===== config.mk =====
export PLATFORM = sky130hd
export DESIGN_NAME = c_stream_serializer
export DESIGN_NICKNAME = d
export VERILOG_FILES = /design/src/rtl/c_stream_serializer.sv
export SDC_FILE = /design/constraint.sdc
export NUM_CORES = 1
export LEC_CHECK = 0
export BUFFER_PORTS_ARGS = -buffer_cell sky130_fd_sc_hd__buf_2
export CAP_MARGIN = 0
export CORE_MARGIN = 2
export CORE_UTILIZATION = 62
export CTS_CLUSTER_SIZE = 20
export DETAILED_ROUTE_END_ITERATION = 16
export GPL_TIMING_DRIVEN = 1
export PLACE_DENSITY_LB_ADDON = 0.2
export SLEW_MARGIN = 20
export SYNTH_ARGS = -nofsm -noshare
export SYNTH_HDL_FRONTEND = slang
export SYNTH_SLANG_ARGS = --single-unit

===== constraint.sdc =====
create_clock -name clk -period 11.1 [get_ports clk]
set_input_delay 0.555 -clock clk [delete_from_list [all_inputs] [get_ports clk]]
set_output_delay 0.555 -clock clk [all_outputs]
set_load 0.02 [all_outputs]

===== src/rtl/c_stream_serializer.sv =====
`default_nettype none
// ============================================================================
// Module      : c_stream_serializer
// Description : Buffers N-lane vector beats of a result matrix in a 2-entry
//               FIFO and emits them one element per transfer, requantised by
//               a per-matrix right shift with saturation to OUT_WIDTH bits.
// Revision    : 1.0 - initial release
// ============================================================================
module c_stream_serializer #(
  parameter int N            = 4,
  parameter int C_DATA_WIDTH = 18,
  parameter int OUT_WIDTH    = 8,
  parameter int SHIFT_BITS   = $clog2(C_DATA_WIDTH)
) (
  input  logic                      clk,
  input  logic                      reset,
  input  logic                      in_valid,
  output logic                      in_ready,
  input  logic [N*C_DATA_WIDTH-1:0] in_data,
  input  logic [SHIFT_BITS-1:0]     shift,
  output logic                      out_valid,
  input  logic                      out_ready,
  output logic [OUT_WIDTH-1:0]      out_data,
  output logic                      out_last_vec,
  output logic                      out_last_mat
);

  localparam int LANE_W = (N > 1) ? $clog2(N) : 1;
  localparam logic [LANE_W-1:0] c_LAST = LANE_W'(N - 1);

  // FIFO storage: data and the shift each entry must be requantised with
  logic [N*C_DATA_WIDTH-1:0] r_data  [2];
  logic [SHIFT_BITS-1:0]     r_shift [2];
  logic                      r_wr_ptr;
  logic                      r_rd_ptr;
  logic [1:0]                r_count;

  logic [LANE_W-1:0]         r_lane;
  logic [LANE_W-1:0]         r_in_beat;
  logic [LANE_W-1:0]         r_out_beat;
  logic [SHIFT_BITS-1:0]     r_shift_hold;

  logic                      w_push;
  logic                      w_xfer;
  logic                      w_pop;
  logic [SHIFT_BITS-1:0]     w_entry_shift;
  logic [N*C_DATA_WIDTH-1:0] w_head;
  logic [C_DATA_WIDTH-1:0]   w_lane_val;
  logic [C_DATA_WIDTH-1:0]   w_shifted;
  logic [OUT_WIDTH-1:0]      w_requant;

  // Handshake qualifiers; in_ready never looks downstream, so no bypass path
  always_comb begin
    in_ready      = (r_count < 2'd2);
    out_valid     = (r_count != 2'd0);
    w_push        = in_valid & in_ready;
    w_xfer        = out_valid & out_ready;
    w_pop         = w_xfer & (r_lane == c_LAST);
    // Beat 0 of a matrix carries the live shift; later beats use the held copy
    w_entry_shift = (r_in_beat == '0) ? shift : r_shift_hold;
  end

  // Head-entry lane selection and right shift
  always_comb begin
    w_head     = r_data[r_rd_ptr];
    w_lane_val = w_head[r_lane*C_DATA_WIDTH +: C_DATA_WIDTH];
    w_shifted  = w_lane_val >> r_shift[r_rd_ptr];
  end

  // Saturation only exists when the output is narrower than the input
  generate
    if (OUT_WIDTH < C_DATA_WIDTH) begin : g_sat
      logic w_over;
      // Any bit above the output width means the value does not fit
      always_comb begin
        w_over    = |w_shifted[C_DATA_WIDTH-1:OUT_WIDTH];
        w_requant = w_over ? {OUT_WIDTH{1'b1}} : w_shifted[OUT_WIDTH-1:0];
      end
    end else begin : g_no_sat
      // Zero-extend; every input value fits
      always_comb begin
        w_requant = OUT_WIDTH'(w_shifted);
      end
    end
  endgenerate

  // Outputs are forced to zero whenever nothing is buffered
  always_comb begin
    out_data     = out_valid ? w_requant : '0;
    out_last_vec = out_valid & (r_lane == c_LAST);
    out_last_mat = out_valid & (r_lane == c_LAST) & (r_out_beat == c_LAST);
  end

  // Control state: occupancy, pointers, lane and beat counters, held shift
  always_ff @(posedge clk or negedge reset) begin
    if (!reset) begin
      r_count      <= 2'd0;
      r_wr_ptr     <= 1'b0;
      r_rd_ptr     <= 1'b0;
      r_lane       <= '0;
      r_in_beat    <= '0;
      r_out_beat   <= '0;
      r_shift_hold <= '0;
    end else begin
      if (w_push && !w_pop) begin
        r_count <= r_count + 2'd1;
      end else if (w_pop && !w_push) begin
        r_count <= r_count - 2'd1;
      end
      if (w_push) begin
        r_wr_ptr  <= ~r_wr_ptr;
        r_in_beat <= (r_in_beat == c_LAST) ? '0 : r_in_beat + 1'b1;
        if (r_in_beat == '0) begin
          r_shift_hold <= shift;
        end
      end
      if (w_xfer) begin
        r_lane <= (r_lane == c_LAST) ? '0 : r_lane + 1'b1;
      end
      if (w_pop) begin
        r_rd_ptr   <= ~r_rd_ptr;
        r_out_beat <= (r_out_beat == c_LAST) ? '0 : r_out_beat + 1'b1;
      end
    end
  end

  // Payload storage; contents are only observed while counted as occupied
  always_ff @(posedge clk) begin
    if (w_push) begin
      r_data[r_wr_ptr]  <= in_data;
      r_shift[r_wr_ptr] <= w_entry_shift;
    end
  end

endmodule
`default_nettype wire


==> impl_metrics.ini <==
[sta]
rsz0062_at_grt = no
min_period_ps = 4239
fin_tns_setup_ps = 0
final-setup-viol-count = 0
max_freq_mhz = 235.9
period_share = 0.3818
hold_viol = 0
worst_pin_slew_ps = 1090
skew_ps = 4.762
relSlewSlack = 0.2734
slew_viol_final = 0

[placement]
place_congestion = 0.8901
io_buffers = 92
detailed_place.area_um2 = 7913
place_inst = 639
dp_hpwl_um = 9292

[yosys]
yosysMostFrequentCell = edfxtp_1
yosys_most_used_dff = edfxtp_1
synthTopCellsByArea = edfxtp_1, mux4_2, dfrtp_1
syn_inst = 417
syn-num-nets = 503
yosysTopAreaCellShare = 0.6297
synth.avg_cell_area_um2 = 17.61
netlist_area_um2 = 7343
synth_edf_count = 154
ys_seq_area_frac = 0.6809
yosysUniqueCellTypes = 41
synth_seq_cells = 169
synth_commonest_cells = edfxtp_1, mux4_2, mux2i_1, nand2_1, nor2_1
ys.warnings.count = 0
synthArstFlopShare = 0.08876
yosysTopAreaCell = edfxtp_1

[route]
drc = 0
wl_um = 13880
firstDrtPassIters = 5
routedWlPerCell_um = 20.68
ant_nets = 0
drt_iter0_drc = 358
via_per_inst = 6.173
vias = 4142

[die]
core_um2 = 11470
die_w_um = 112.8
io_pins = 93
rows = 39
fp.dieH_um = 112.8
dieArea_um2 = 12730
start_util = 0.6404

[clock_network]
clk_pin_slew_worst_paths_ps = 60
cts_buffers = 17
tritoncts = built
clk_latency_ps = 420
hold_buffers = 0
cts_max_level = 4
ctsResizeCount = 0
root_buffer = clkbuf_16
clock_path_buffers = 2
post_cts_buffers = 0
clock-sinks = 169

[critical_path]
path_class = reg2out
cp.required_ps = 10550
r2r_slack_ps = 8540
cp_max_fo = 47
arrival_ps = 3680
critPathLaunchType = flop
r2r_cells = 4
reg2reg_from = r_count[1]
r2r_end = r_data[0][2]
end_kind = output pin

[cells_and_area]
drive_gt1_frac = 0.3580
syn2layout_area_growth_pct = 15.05
design_area_um2 = 8448
fill_cells = 706
fin_cells = 671
n_antenna_cell = 0
final_nets = 601

[power]
ir_worst_vdd_mv = 0.1913
power_density_nw_per_um2 = 290.9
p_leak_uw = 0.003069

[outcome]
outcome = completed

[global_route]
grt_pass1_wl_um = 22070
grt_pass1_vias = 4278
antenna_found_initial = 0
overflow = 0
grt_usage = 0.2327
grt_max_degree = 78

[flow_run]
drv_cap = 0

[worst_hold_path]
hp-class = in2async
==> registers in the layout, summed over array words and instances (netlist names) <==
register and count:
r_count 2, r_data 144, r_in_beat 2, r_lane 2, r_out_beat 2, r_rd_ptr 1
r_shift 10, r_shift_hold 5, r_wr_ptr 1
==> critical path, stage by stage (launching register included) <==
cell     delay [ps]
dfrtp_2         340
buf_4           700
mux4_2          600
mux2i_1         380
o22ai_1         180
nor2_1          280
a41oi_1         200
o21ai_2         270
a31oi_1         130
buf_2           180
==> layout make-up <==
cell class,instances,area [um2],share of cell area
Clock buffer,18,429.2,0.05080
Clock inverter,14,106.4,0.01259
Inverter,4,15.01,0.001777
Multi-Input combinational cell,226,2220,0.2627
Sequential cell,169,5001,0.5920
Tap cell,143,178.9,0.02118
Timing Repair Buffer,97,498.0,0.05895
==> power by group <==
group / total (uW) / switching, uW / internal (uW)
Sequential: 901 / 49.8 / 851
Clock: 534 / 230 / 304
Combinational: 1020 / 602 / 420
Total: 2460 / 881 / 1580
==> cells by family (layout without fill, tap and decap cells) <==
| kind of cell | after synthesis | count (layout) | share of synthesized area |
|---|---|---|---|
| flops | 169 | 169 | 0.6809 |
| mux | 91 | 91 | 0.1970 |
| simple gates | 69 | 69 | 0.03970 |
| compound gates | 56 | 56 | 0.04941 |
| buf+inv | 22 | 133 | 0.01857 |
| fa+ha+maj | 5 | 5 | 0.008519 |
| xor+xnor | 5 | 5 | 0.005963 |
==> placed cells by master (no fill, tap or decap), types with 5 or more instances in the layout <==
cell / synthesis / final
a31oi_1: 6 / 6
edfxtp_1: 154 / 154
nor2_1: 25 / 24
dfrtp_1: 15 / 14
buf_4: 1 / 5
o21ai_0: 9 / 9
mux2_2: 19 / 19
mux4_2: 34 / 34
ha_1: 5 / 5
mux2i_1: 31 / 31
a21oi_1: 10 / 10
buf_2: 12 / 92
nand2_1: 25 / 25
o22ai_1: 10 / 10
clkbuf_16: 0 / 17
nand3_1: 8 / 8
==> per-stage QoR <==
stage	hold WS (ps)	util	total power, uW	setup WS, ps
after floorplan	259.4	-	1699	6502
after global placement	470.3	0.6900	1910	7369
after detailed placement	479.4	0.6900	1934	7293
after CTS	30.80	0.7367	2467	6835
after global routing	40.41	0.7367	2594	6573
final	29.09	0.7367	2457	6861
==> layer usage <==
metal  vias to the layer above  wire length (um)  track usage
li1                       1888                 -            -
met1                      2071              5949       0.3183
met2                       165              6871       0.3780
met3                        18               869      0.05463
met4                         0               186      0.07561
met5                         -                 0            0
==> worst max-delay path by stage <==
stage / end / depth (start not counted) / slack (ps) / start
6_report: out_data[7] / 9 / 6860 / r_rd_ptr
5_1_grt: out_data[0] / 9 / 6570 / r_rd_ptr
4_1_cts: out_data[7] / 9 / 6840 / r_rd_ptr
3_5_place_dp: out_data[7] / 9 / 7290 / r_rd_ptr
3_3_place_gp: out_data[2] / 9 / 7370 / r_rd_ptr
2_1_floorplan: r_data[0][0] / 3 / 6500 / r_count[1]
(Power assumes the default switching activity.)
